--- config.mk ---
export PLATFORM = sky130hd
export DESIGN_NAME = and2_stim_seq
export DESIGN_NICKNAME = d
export VERILOG_FILES = /design/src/rtl/and2_stim_pkg.sv /design/src/rtl/and2_stim_seq_hold_timer.sv /design/src/rtl/and2_stim_seq.sv
export SDC_FILE = /design/constraint.sdc
export NUM_CORES = 1
export LEC_CHECK = 0
export CAP_MARGIN = 20
export CORE_MARGIN = 1
export CORE_UTILIZATION = 50
export CTS_BUF_LIST = sky130_fd_sc_hd__clkbuf_8
export DETAILED_ROUTE_END_ITERATION = 10
export MAX_ROUTING_LAYER = met4
export PLACE_DENSITY = 0.74
export SETUP_SLACK_MARGIN = 0.02
export SLEW_MARGIN = 0
export SYNTH_ARGS = -nofsm -noshare
export SYNTH_HDL_FRONTEND = slang
export SYNTH_SLANG_ARGS = --single-unit
--- constraint.sdc ---
create_clock -name clk -period 5.05 [get_ports clk]
set_input_delay 0.505 -clock clk [delete_from_list [all_inputs] [get_ports clk]]
set_output_delay 0.505 -clock clk [all_outputs]
set_load 0.02 [all_outputs]
--- src/rtl/and2_stim_pkg.sv ---
// Shared definitions for the and2 stimulus/check sequencer: FSM encoding and
// the constant four-entry vector table (one input toggles per step).
package and2_stim_pkg;

  localparam int unsigned NUM_VEC = 4;
  localparam int unsigned VEC_W   = 2;

  typedef enum logic [1:0] {
    ST_IDLE   = 2'd0,
    ST_RUN    = 2'd1,
    ST_FINISH = 2'd2
  } state_e;

  // Applied inputs and expected and2 output per vector index
  localparam logic VEC_A   [NUM_VEC] = '{1'b0, 1'b1, 1'b1, 1'b0};
  localparam logic VEC_B   [NUM_VEC] = '{1'b0, 1'b0, 1'b1, 1'b1};
  localparam logic VEC_EXP [NUM_VEC] = '{1'b0, 1'b0, 1'b1, 1'b0};

endpackage

--- src/rtl/and2_stim_seq_hold_timer.sv ---
// stim_hold_timer: per-vector hold counter for the and2 stimulus sequencer.
//  clk, rst_n    clock / async active-low reset
//  clr           force the counter to 0 at the next edge (wins over en)
//  en            count 0..HOLD_CYCLES-1, wrapping to 0
//  sample_strobe high in the enabled cycle where count == SAMPLE_OFFSET
//  hold_last     high in the enabled cycle where count == HOLD_CYCLES-1
module stim_hold_timer #(
  parameter int unsigned HOLD_CYCLES   = 10,
  parameter int unsigned SAMPLE_OFFSET = 5
) (
  input  logic clk,
  input  logic rst_n,
  input  logic clr,
  input  logic en,
  output logic sample_strobe,
  output logic hold_last
);

  localparam int unsigned CNT_W = (HOLD_CYCLES > 2) ? $clog2(HOLD_CYCLES) : 1;

  logic [CNT_W-1:0] hold_cnt;

  assign sample_strobe = en && (hold_cnt == CNT_W'(SAMPLE_OFFSET));
  assign hold_last     = en && (hold_cnt == CNT_W'(HOLD_CYCLES - 1));

  // Hold counter: clear has priority, wraps at the end of each vector
  always_ff @(posedge clk or negedge rst_n) begin
    if (!rst_n) begin
      hold_cnt <= '0;
    end else if (clr) begin
      hold_cnt <= '0;
    end else if (en) begin
      if (hold_last) hold_cnt <= '0;
      else           hold_cnt <= hold_cnt + CNT_W'(1);
    end
  end

endmodule

--- src/rtl/and2_stim_seq.sv ---
// and2_stim_seq: clocked stimulus/check sequencer for an and2 gate.
// Drives four vectors (00,10,11,01) for HOLD_CYCLES clocks each, samples the
// gate output once per vector and counts mismatches (saturating).
//  clk, rst_n     clock / async active-low reset
//  start          1-cycle run request (ignored while busy)
//  dut_c          gate output under check, synchronous to clk
//  drv_a, drv_b   registered gate inputs
//  vec_idx        index of the vector currently applied
//  busy           run in progress (RUN or FINISH)
//  done           1-cycle pulse in the FINISH cycle
//  pass           last completed run had no mismatches
//  err_cnt        mismatches of current/last run
module and2_stim_seq
  import and2_stim_pkg::*;
#(
  parameter int unsigned HOLD_CYCLES   = 10,
  parameter int unsigned SAMPLE_OFFSET = 5,
  parameter int unsigned ERR_W         = 3
) (
  input  logic             clk,
  input  logic             rst_n,
  input  logic             start,
  input  logic             dut_c,
  output logic             drv_a,
  output logic             drv_b,
  output logic [1:0]       vec_idx,
  output logic             busy,
  output logic             done,
  output logic             pass,
  output logic [ERR_W-1:0] err_cnt
);

  // Parameter legality
  if (HOLD_CYCLES < 2) begin : g_bad_hold
    $fatal(1, "and2_stim_seq: HOLD_CYCLES must be >= 2");
  end
  if ((SAMPLE_OFFSET < 1) || (SAMPLE_OFFSET >= HOLD_CYCLES)) begin : g_bad_offset
    $fatal(1, "and2_stim_seq: SAMPLE_OFFSET must be in 1..HOLD_CYCLES-1");
  end

  state_e           state_q, state_d;
  logic             drv_a_d, drv_b_d;
  logic [1:0]       vec_idx_d, vec_nxt;
  logic             busy_d, done_d, pass_d;
  logic [ERR_W-1:0] err_cnt_d;
  logic             tmr_clr, tmr_en;
  logic             sample_strobe, hold_last;

  stim_hold_timer #(
    .HOLD_CYCLES   (HOLD_CYCLES),
    .SAMPLE_OFFSET (SAMPLE_OFFSET)
  ) u_timer (
    .clk           (clk),
    .rst_n         (rst_n),
    .clr           (tmr_clr),
    .en            (tmr_en),
    .sample_strobe (sample_strobe),
    .hold_last     (hold_last)
  );

  assign vec_nxt = vec_idx + 2'd1;

  // Next-state and next-output logic
  always_comb begin
    state_d   = state_q;
    drv_a_d   = drv_a;
    drv_b_d   = drv_b;
    vec_idx_d = vec_idx;
    busy_d    = busy;
    done_d    = 1'b0;
    pass_d    = pass;
    err_cnt_d = err_cnt;
    tmr_clr   = 1'b0;
    tmr_en    = 1'b0;

    case (state_q)
      ST_IDLE: begin
        if (start) begin
          state_d   = ST_RUN;
          busy_d    = 1'b1;
          vec_idx_d = 2'd0;
          drv_a_d   = VEC_A[0];
          drv_b_d   = VEC_B[0];
          err_cnt_d = '0;
          pass_d    = 1'b0;
          tmr_clr   = 1'b1;
        end
      end
      ST_RUN: begin
        tmr_en = 1'b1;
        if (sample_strobe && (dut_c != VEC_EXP[vec_idx]) && (err_cnt != '1)) begin
          err_cnt_d = err_cnt + ERR_W'(1);
        end
        if (hold_last) begin
          if (vec_idx != 2'd3) begin
            vec_idx_d = vec_nxt;
            drv_a_d   = VEC_A[vec_nxt];
            drv_b_d   = VEC_B[vec_nxt];
          end else begin
            state_d = ST_FINISH;
            done_d  = 1'b1;
          end
        end
      end
      ST_FINISH: begin
        // Final sample has already been folded into err_cnt
        state_d = ST_IDLE;
        busy_d  = 1'b0;
        pass_d  = (err_cnt == '0);
      end
      default: begin
        state_d = ST_IDLE;
        busy_d  = 1'b0;
      end
    endcase
  end

  // State and registered outputs
  always_ff @(posedge clk or negedge rst_n) begin
    if (!rst_n) begin
      state_q <= ST_IDLE;
      drv_a   <= 1'b0;
      drv_b   <= 1'b0;
      vec_idx <= 2'd0;
      busy    <= 1'b0;
      done    <= 1'b0;
      pass    <= 1'b0;
      err_cnt <= '0;
    end else begin
      state_q <= state_d;
      drv_a   <= drv_a_d;
      drv_b   <= drv_b_d;
      vec_idx <= vec_idx_d;
      busy    <= busy_d;
      done    <= done_d;
      pass    <= pass_d;
      err_cnt <= err_cnt_d;
    end
  end

endmodule

==> results.txt, run 1 <==
The total track usage came out at 22.5%. The worst stage delay on the critical path came out at 640 ps. The global-route wire length before repair came out at 2850 µm. Input and output buffers added on the ports amount to 13. The congestion estimate from routability-driven global placement came to 0.808. For the worst flop-to-flop path, the logic depth is 3. The setup TNS after final layout came out at 0 ps. The count of clock tree sinks came out at 15. The signal on the critical path passes through clkdlybuf4s50_1. The sum of net half-perimeters after detailed placement came out at 1170 µm.

Counting both buffers and inverters, the worst setup path holds a total of 1. The endpoint identified for the worst register-to-register timing path is err_cnt[0]$_DFFE_PN0P_. The startpoint of the worst hold path is pass$_DFFE_PN0P_. Cells with a size suffix above 1 make up 8.51% of the layout. The per-instance average area after synthesis is 10.5 µm². The number of synthesized register bits is 15.

The number of antenna violations at the first check in global routing came out at 0. The detail route stage leaves a number of antenna-violating nets equal to 0. The top-level port count came out at 14. The number of warnings issued by yosys is 0. In this run the number of H-tree levels came out at 1. The maximum operating frequency came out at about 540 MHz. The tightest hold margin came out at just over 500 ps. The worst setup path is captured at an output port.

The number of placed instances with taps included is between 100 and 150. The worst setup path is of the flip-flop to output port kind. The clock latency on the worst-skew pair came out at 250 ps. In this run the register-to-register setup slack is 3220 ps.

The post-route DRC violation count is 0. The worst path needs 1840 ps of the cycle, external delays included. The number of failing hold endpoints at the final stage is 0. Setup repair after global routing left no endpoint under its margin. The maximum resistive drop on vdd came out at 399 µV. After detailed routing, the number of vias per cell comes to 5.47. In the layout the commonest cells are dfrtp_1 (15), clkdlybuf4s50_1 (13), nand2_1 (11), inv_1 (7), ha_1 (7). After the flow finishes, the layout carries non-filler instances totaling 110.

For this configuration, the core starts out at a cell density of a little under three fifths. The worst hold path belongs to the class flip-flop to flip-flop. The initial DRC count came out at 10. The x dimension of the die is about 43 µm. The floorplan die height came out at 43.3 µm. STA classifies the critical path startpoint as a flip-flop. The worst register-to-register path begins at state_q[0]$_DFFE_PN0P_.

The gate count of the mapped netlist came out at 81. The largest net degree at the start of global routing is 16. Summed over all layers, the global routing overflow is 0. The total placed instance area is 975 µm². The maximum net fanout on the critical path is 5. The floorplan die area is 0.00188 mm². In this run the post-CTS setup repair buffer count came out at 0. Counting the buffers created by CTS gives 3. The most common library cell in the layout ignoring fill and taps is dfrtp_1.

The run finished with clean final reports. The slew at the pin closest to its max-slew limit came out at 683 ps. The TritonCTS clock tree is built. The max capacitance violation total is 0.

The final layout contains between 100 and 150 nets. The family with the most delay on the worst path is buffers and inverters. The number of iterations in the first detailed-routing pass is 4. The clock-pin slew of the registers on the worst-case setup and hold paths is 60 ps.

The setup skew after layout came out at 6.09 ps. For this run, the share of the core covered by cells in the final layout is 66.2%. The sequential fraction of the synthesis area is a little over two fifths. Wires add up to 1620 µm. The cell area after layout came out at 0.00102 mm². The number of distinct library cells after synthesis came out at 30.

Setup violations remaining at the end of the flow were counted as 0. The layout overhead on the synthesized area came out at 19.5%. In the finished design, the share of the clock period the worst path needs comes to 36.5%. The number of antenna repair diodes is 0. STA puts the critical path data required time at 4550 ps. In this run the static leakage power is between 0.5 and 0.6 nW.

The final route contains 602 vias. The summed instance area of the synthesized netlist came out at 853 µm². The hold buffer count at cts is 0. The worst hold path terminates at pass$_DFFE_PN0P_. The timing startpoint of the critical path is drv_b$_DFFE_PN0P_.

The number of nets produced by synthesis came out at 92. The CTS root buffer is clkbuf_8. The power density over cell area came out at 630 mW/mm². The maximum buffer depth of the clock tree came out at 2. Measured against its own limit, the worst slew margin works out to 54.3%. The worst hold path stage count came out at 2. On the critical path, the stage with the largest delay is an instance of clkdlybuf4s50_1. The number of pins with negative max-slew slack in the final report is 0. The average detailed-routed wire length per instance came out at around 15 µm. The number of instances resized during post-cts repair came out at 0. The number of global-route vias before repair came out at 585. At the worst endpoint, the arrival time is 1340 ps. The number of placement rows came out at 14.

The area of the core region came out at 0.00154 mm².
-- flip-flops by register name, summed over array words and instances, names as in the netlist --
name and count:
pass 1, done 1, err_cnt 3, state_q 2
u_timer.hold_cnt 4, drv_b 1, vec_idx 1, busy 1
drv_a 1
-- how the worst max path moves through the flow --
stage | end | cells past startpoint
CTS | vec_idx[1] | 1
finish | drv_b | 1
global placement | drv_a$_DFFE_PN0P_ | 4
floorplan | drv_a$_DFFE_PN0P_ | 4
global route | err_cnt[2]$_DFFE_PN0P_ | 3
detailed placement | drv_a$_DFFE_PN0P_ | 4
-- Yosys cell counts (all sizes together) --
| library cell | instances | area (µm²) |
|---|---|---|
| nor2b | 2 | 12.5 |
| or3b | 1 | 8.76 |
| o31ai | 1 | 7.51 |
| o22ai | 1 | 6.26 |
| a31oi | 1 | 6.26 |
| o21ai | 4 | 20.0 |
| a41oi | 1 | 8.76 |
| nand3b | 2 | 27.5 |
| mux2i | 4 | 40.0 |
| a21o | 1 | 7.51 |
| nor3b | 1 | 7.51 |
| xnor2 | 1 | 8.76 |
| mux2 | 2 | 30.0 |
| nand2 | 11 | 41.3 |
| a21oi | 1 | 5.00 |
| nor2 | 5 | 18.8 |
| a221oi | 1 | 26.3 |
| nand3 | 3 | 15.0 |
| buf | 3 | 23.8 |
| inv | 6 | 22.5 |
| clkbuf | 1 | 5.00 |
| o21bai | 1 | 7.51 |
| nand4 | 1 | 6.26 |
| ha | 7 | 87.6 |
| nand2b | 3 | 18.8 |
| xor2 | 1 | 8.76 |
| dfrtp | 15 | 375 |
-- metal layers --
metal	vias to the layer above	wire [µm]	GRT usage [%]
met3	4	55	3.83
met1	284	818	29.8
li1	300	-	-
met5	-	0	-
met4	0	44	14.5
met2	14	696	31.6
-- final cells by class --
cell class                      instances  area (µm²)
Multi-Input combinational cell         56         427
Clock inverter                          1        3.75
Clock buffer                            3        41.3
Timing Repair Buffer                   13         130
Inverter                                6        22.5
Tap cell                               16        20.0
Fill cell                             129         522
Sequential cell                        15         375
-- where the power goes --
part           leakage, nW  switching, mW  internal [mW]  total [mW]
Combinational        0.300          0.158          0.163       0.321
Sequential           0.185         0.0582          0.166       0.225
Clock               0.0269         0.0429         0.0539      0.0968
Total                0.512          0.259          0.384       0.643
-- kinds of logic after synthesis --
group | Yosys count | share of synthesized area, %
simple gates | 29 | 18.3
flops | 15 | 44.0
compound gates | 12 | 11.1
buf+inv | 10 | 6.01
fa+ha+maj | 7 | 10.3
mux | 6 | 8.21
xor+xnor | 2 | 2.05
-- metrics by stage --
| stage | setup slack, ps | power (mW) |
|---|---|---|
| finish | 3210 | 0.643 |
| floorplan | 3390 | 0.449 |
| CTS | 3190 | 0.644 |
| detailed placement | 3070 | 0.546 |
| global route | 3110 | 0.692 |
| global placement | 3120 | 0.536 |
No activity file was read; power rests on OpenSTA's default activity.
==> run 2, diff against run 1 <==
--- a/config.mk
+++ b/config.mk
@@ -7,11 +7,11 @@
 export LEC_CHECK = 0
 export CAP_MARGIN = 20
 export CORE_MARGIN = 1
-export CORE_UTILIZATION = 50
+export CORE_UTILIZATION = 49
 export CTS_BUF_LIST = sky130_fd_sc_hd__clkbuf_8
 export DETAILED_ROUTE_END_ITERATION = 10
 export MAX_ROUTING_LAYER = met4
-export PLACE_DENSITY = 0.74
+export PLACE_DENSITY = 0.75
 export SETUP_SLACK_MARGIN = 0.02
 export SLEW_MARGIN = 0
 export SYNTH_ARGS = -nofsm -noshare
==> constraint.sdc (replaced) <==
create_clock -name clk -period 1.6 [get_ports clk]
set_input_delay 0.16 -clock clk [delete_from_list [all_inputs] [get_ports clk]]
set_output_delay 0.16 -clock clk [all_outputs]
set_load 0.02 [all_outputs]
==> results.txt, run 2 (synthesized netlist as in run 1, its figures left out) <==
The critical path start-end classification is flip-flop to flip-flop. The x dimension of the die came out at 43.7 µm (+0.97%). The overall power consumption came out at 2.31 mW (+260%).

The number of CTS-inserted buffers is 3 (unchanged). In the final layout, the registers with the most flip-flops are u_timer.hold_cnt x4, err_cnt x3, state_q x2. The minimum clock period after layout came out at 1580 ps. The tightest hold margin is 232 ps (-274 ps). The data arrival time of the critical path is 1720 ps (+380 ps). The min-delay analysis places its worst path in the category primary input to asynchronous set/reset pin. The number of failing hold endpoints at the final stage came out at 0 (unchanged). The sort of element at the start of the critical path is a flip-flop. The maximum buffer depth of the clock tree is 2 (unchanged). The hold buffer count at cts came out at 0 (unchanged). The total track usage came out at 24.1% (+1.6 points). The area of the core region came out at 0.00156 mm² (+1.1%). The detailed-route wire length is 1970 µm (+22%). The top-level port count came to 14 (unchanged).

The average detailed-routed wire length per instance is 15.8 µm (+7.5%). From synthesis to final layout, the design area changed by 35.9%. The number of antenna violations at the first check in global routing was 0 (unchanged).

The number of iterations in the first detailed-routing pass is 4 (unchanged). The residual overflow from global routing is 0 (unchanged). The flip-flop count of the largest register after layout came out at 4 (unchanged). Derived from the worst setup path, the maximum achievable clock frequency is 633 MHz. The count of clock tree sinks is 15 (unchanged).

The depth of the most critical reg-to-reg path came out at 5 (+2). The post-layout utilization of the core came out at 74.4% (+8.2 points). The sum of net half-perimeters after detailed placement was 1510 µm (+29%). The routed via count divided by cell count came out at 5.50 (+0.57%).

The maximum net fanout on the critical path came out at 4 (-1). The power density over cell area is 1990 mW/mm² (+220%). The number of placement rows came out at 14 (unchanged). The clock latency on the worst-skew pair is 240 ps (about the same). The cell sitting at the root of the clock tree is a clkbuf_8. The post-route DRC violation count is 0 (unchanged). The global-route wire length before repair is 3200 µm (+12%).

The floorplan die area came to 0.00191 mm² (+1.9%). The maximum resistive drop on vdd came to 1350 µV (+240%). The standby leakage power was 0.585 nW (+14%). The clock-pin slew of the registers on the worst-case setup and hold paths is 60 ps (about the same).

The largest net degree at the start of global routing is 16 (unchanged). The floorplan die height is 43.7 µm (+0.97%). The number of placed instances with taps included is 119 (+12%). The number of nets in the layout came out at 121 (+14%). The count of antenna-violating nets left after detailed routing is 0 (unchanged). The endpoint kind of the worst setup timing path is a flip-flop. The initial DRC count is 11 (+1). The slew at the pin closest to its max-slew limit is 334 ps (-349 ps).

The critical path required time came out at 1740 ps (-2810 ps). The total placed instance area came out at 0.00108 mm² (+11%). The total of endpoints with negative setup slack in the final report came to 0 (unchanged). TritonCTS built the clock tree. The total via count in the routed design is 688 (+14%). The flow ran to the end, and the final reports show no timing, DRC or antenna violations.

The count of input and output buffers is 13 (unchanged). The most common library cell in the layout ignoring fill and taps is buf_4. The final cell count without fillers came out at 125 (+14%). The register with the most flip-flops in the final layout is u_timer.hold_cnt. The cell area after layout came out at 0.00116 mm² (+14%). The number of global-route vias before repair is 691 (+18%). The post-route fraction of the period consumed by the critical path is 98.8%. The ratio of cells with drive above 1 in the final layout was 26.6% (+18 points). The setup skew after layout came out at 1.52 ps (-4.56 ps).

The initial standard-cell utilization of the core came out at 54.7% (-0.62 points). The last weighted congestion value of the routability-driven placer is 0.878 (+8.7%). The level count of the clock H-tree is 1 (unchanged). The relative slew slack came out at 77.8% (+23 points). The number of antenna repair diodes came out at 0 (unchanged). The max capacitance violation total came out at 0 (unchanged). The register-to-register path setup slack came to 20 ps (-3200 ps). The number of pins with negative max-slew slack in the final report is 0 (unchanged). In the layout the commonest cells are buf_4 (15), dfrtp_1 (13), clkdlybuf4s50_1 (13), nand2_1 (11).
-- run 2: changes by cell type in the layout (fill, tap and decap cells not counted), sizes merged --
cell / previous run / this run
buf: 0 / 15
-- run 2: per-stage QoR --
step           setup WS, ps  setup TNS (ps)
2_1_floorplan          28.1               0
3_3_place_gp           67.0               0
3_5_place_dp           14.8               0
4_1_cts                21.3               0
5_1_grt               -37.7           -37.7
6_report               19.7               0
-- run 2: area by class of cell --
class / instances / area [µm²]
Clock buffer: 3 / 41.3
Clock inverter: 1 / 3.75
Fill cell: 116 / 399
Inverter: 6 / 22.5
Multi-Input combinational cell: 56 / 452
Sequential cell: 15 / 378
Tap cell: 16 / 20.0
Timing Repair Buffer: 28 / 243
-- run 2: critical path: stages (launching register included) --
cell	delay, ps
dfrtp_2	400
buf_4	140
ha_1	200
xor2_1	160
nand4_1	270
mux2i_1	310
-- run 2: path summary, 6_finish.rpt --
| kind | to | startpoint |
|---|---|---|
| hold / removal | u_timer.hold_cnt[1]$_DFFE_PN0P_ | rst_n |
| min in group clk | busy$_DFFE_PN0P_ | busy$_DFFE_PN0P_ |
| hold reg to reg | busy$_DFFE_PN0P_ | busy$_DFFE_PN0P_ |
| max in group asynchronous | drv_b$_DFFE_PN0P_ | rst_n |
| setup / recovery | err_cnt[2]$_DFFE_PN0P_ | drv_b$_DFFE_PN0P_ |
| setup reg to reg | err_cnt[2]$_DFFE_PN0P_ | drv_b$_DFFE_PN0P_ |
-- run 2: per-layer routing --
metal | track usage [%] | vias up | share of wire, %
li1 | - | 329 | -
met5 | - | - | 0
met1 | 32.0 | 344 | 46
met4 | 7.50 | 0 | 2.0
met3 | 3.75 | 4 | 2.8
met2 | 37.9 | 11 | 49
-- run 2: what timing repair did --
item                       CTS  global route
setup endpoints to repair    2             5
pin swaps                    1             3
resized for setup            0             3
buffers inserted             0             2
-- run 2: report_power, final --
| part | switching, mW | leakage (nW) | internal (mW) | total, mW |
|---|---|---|---|---|
| sequential | 0.139 | 0.183 | 0.531 | 0.670 |
| combinational | 0.633 | 0.375 | 0.712 | 1.34 |
| clock | 0.129 | 0.0269 | 0.170 | 0.299 |
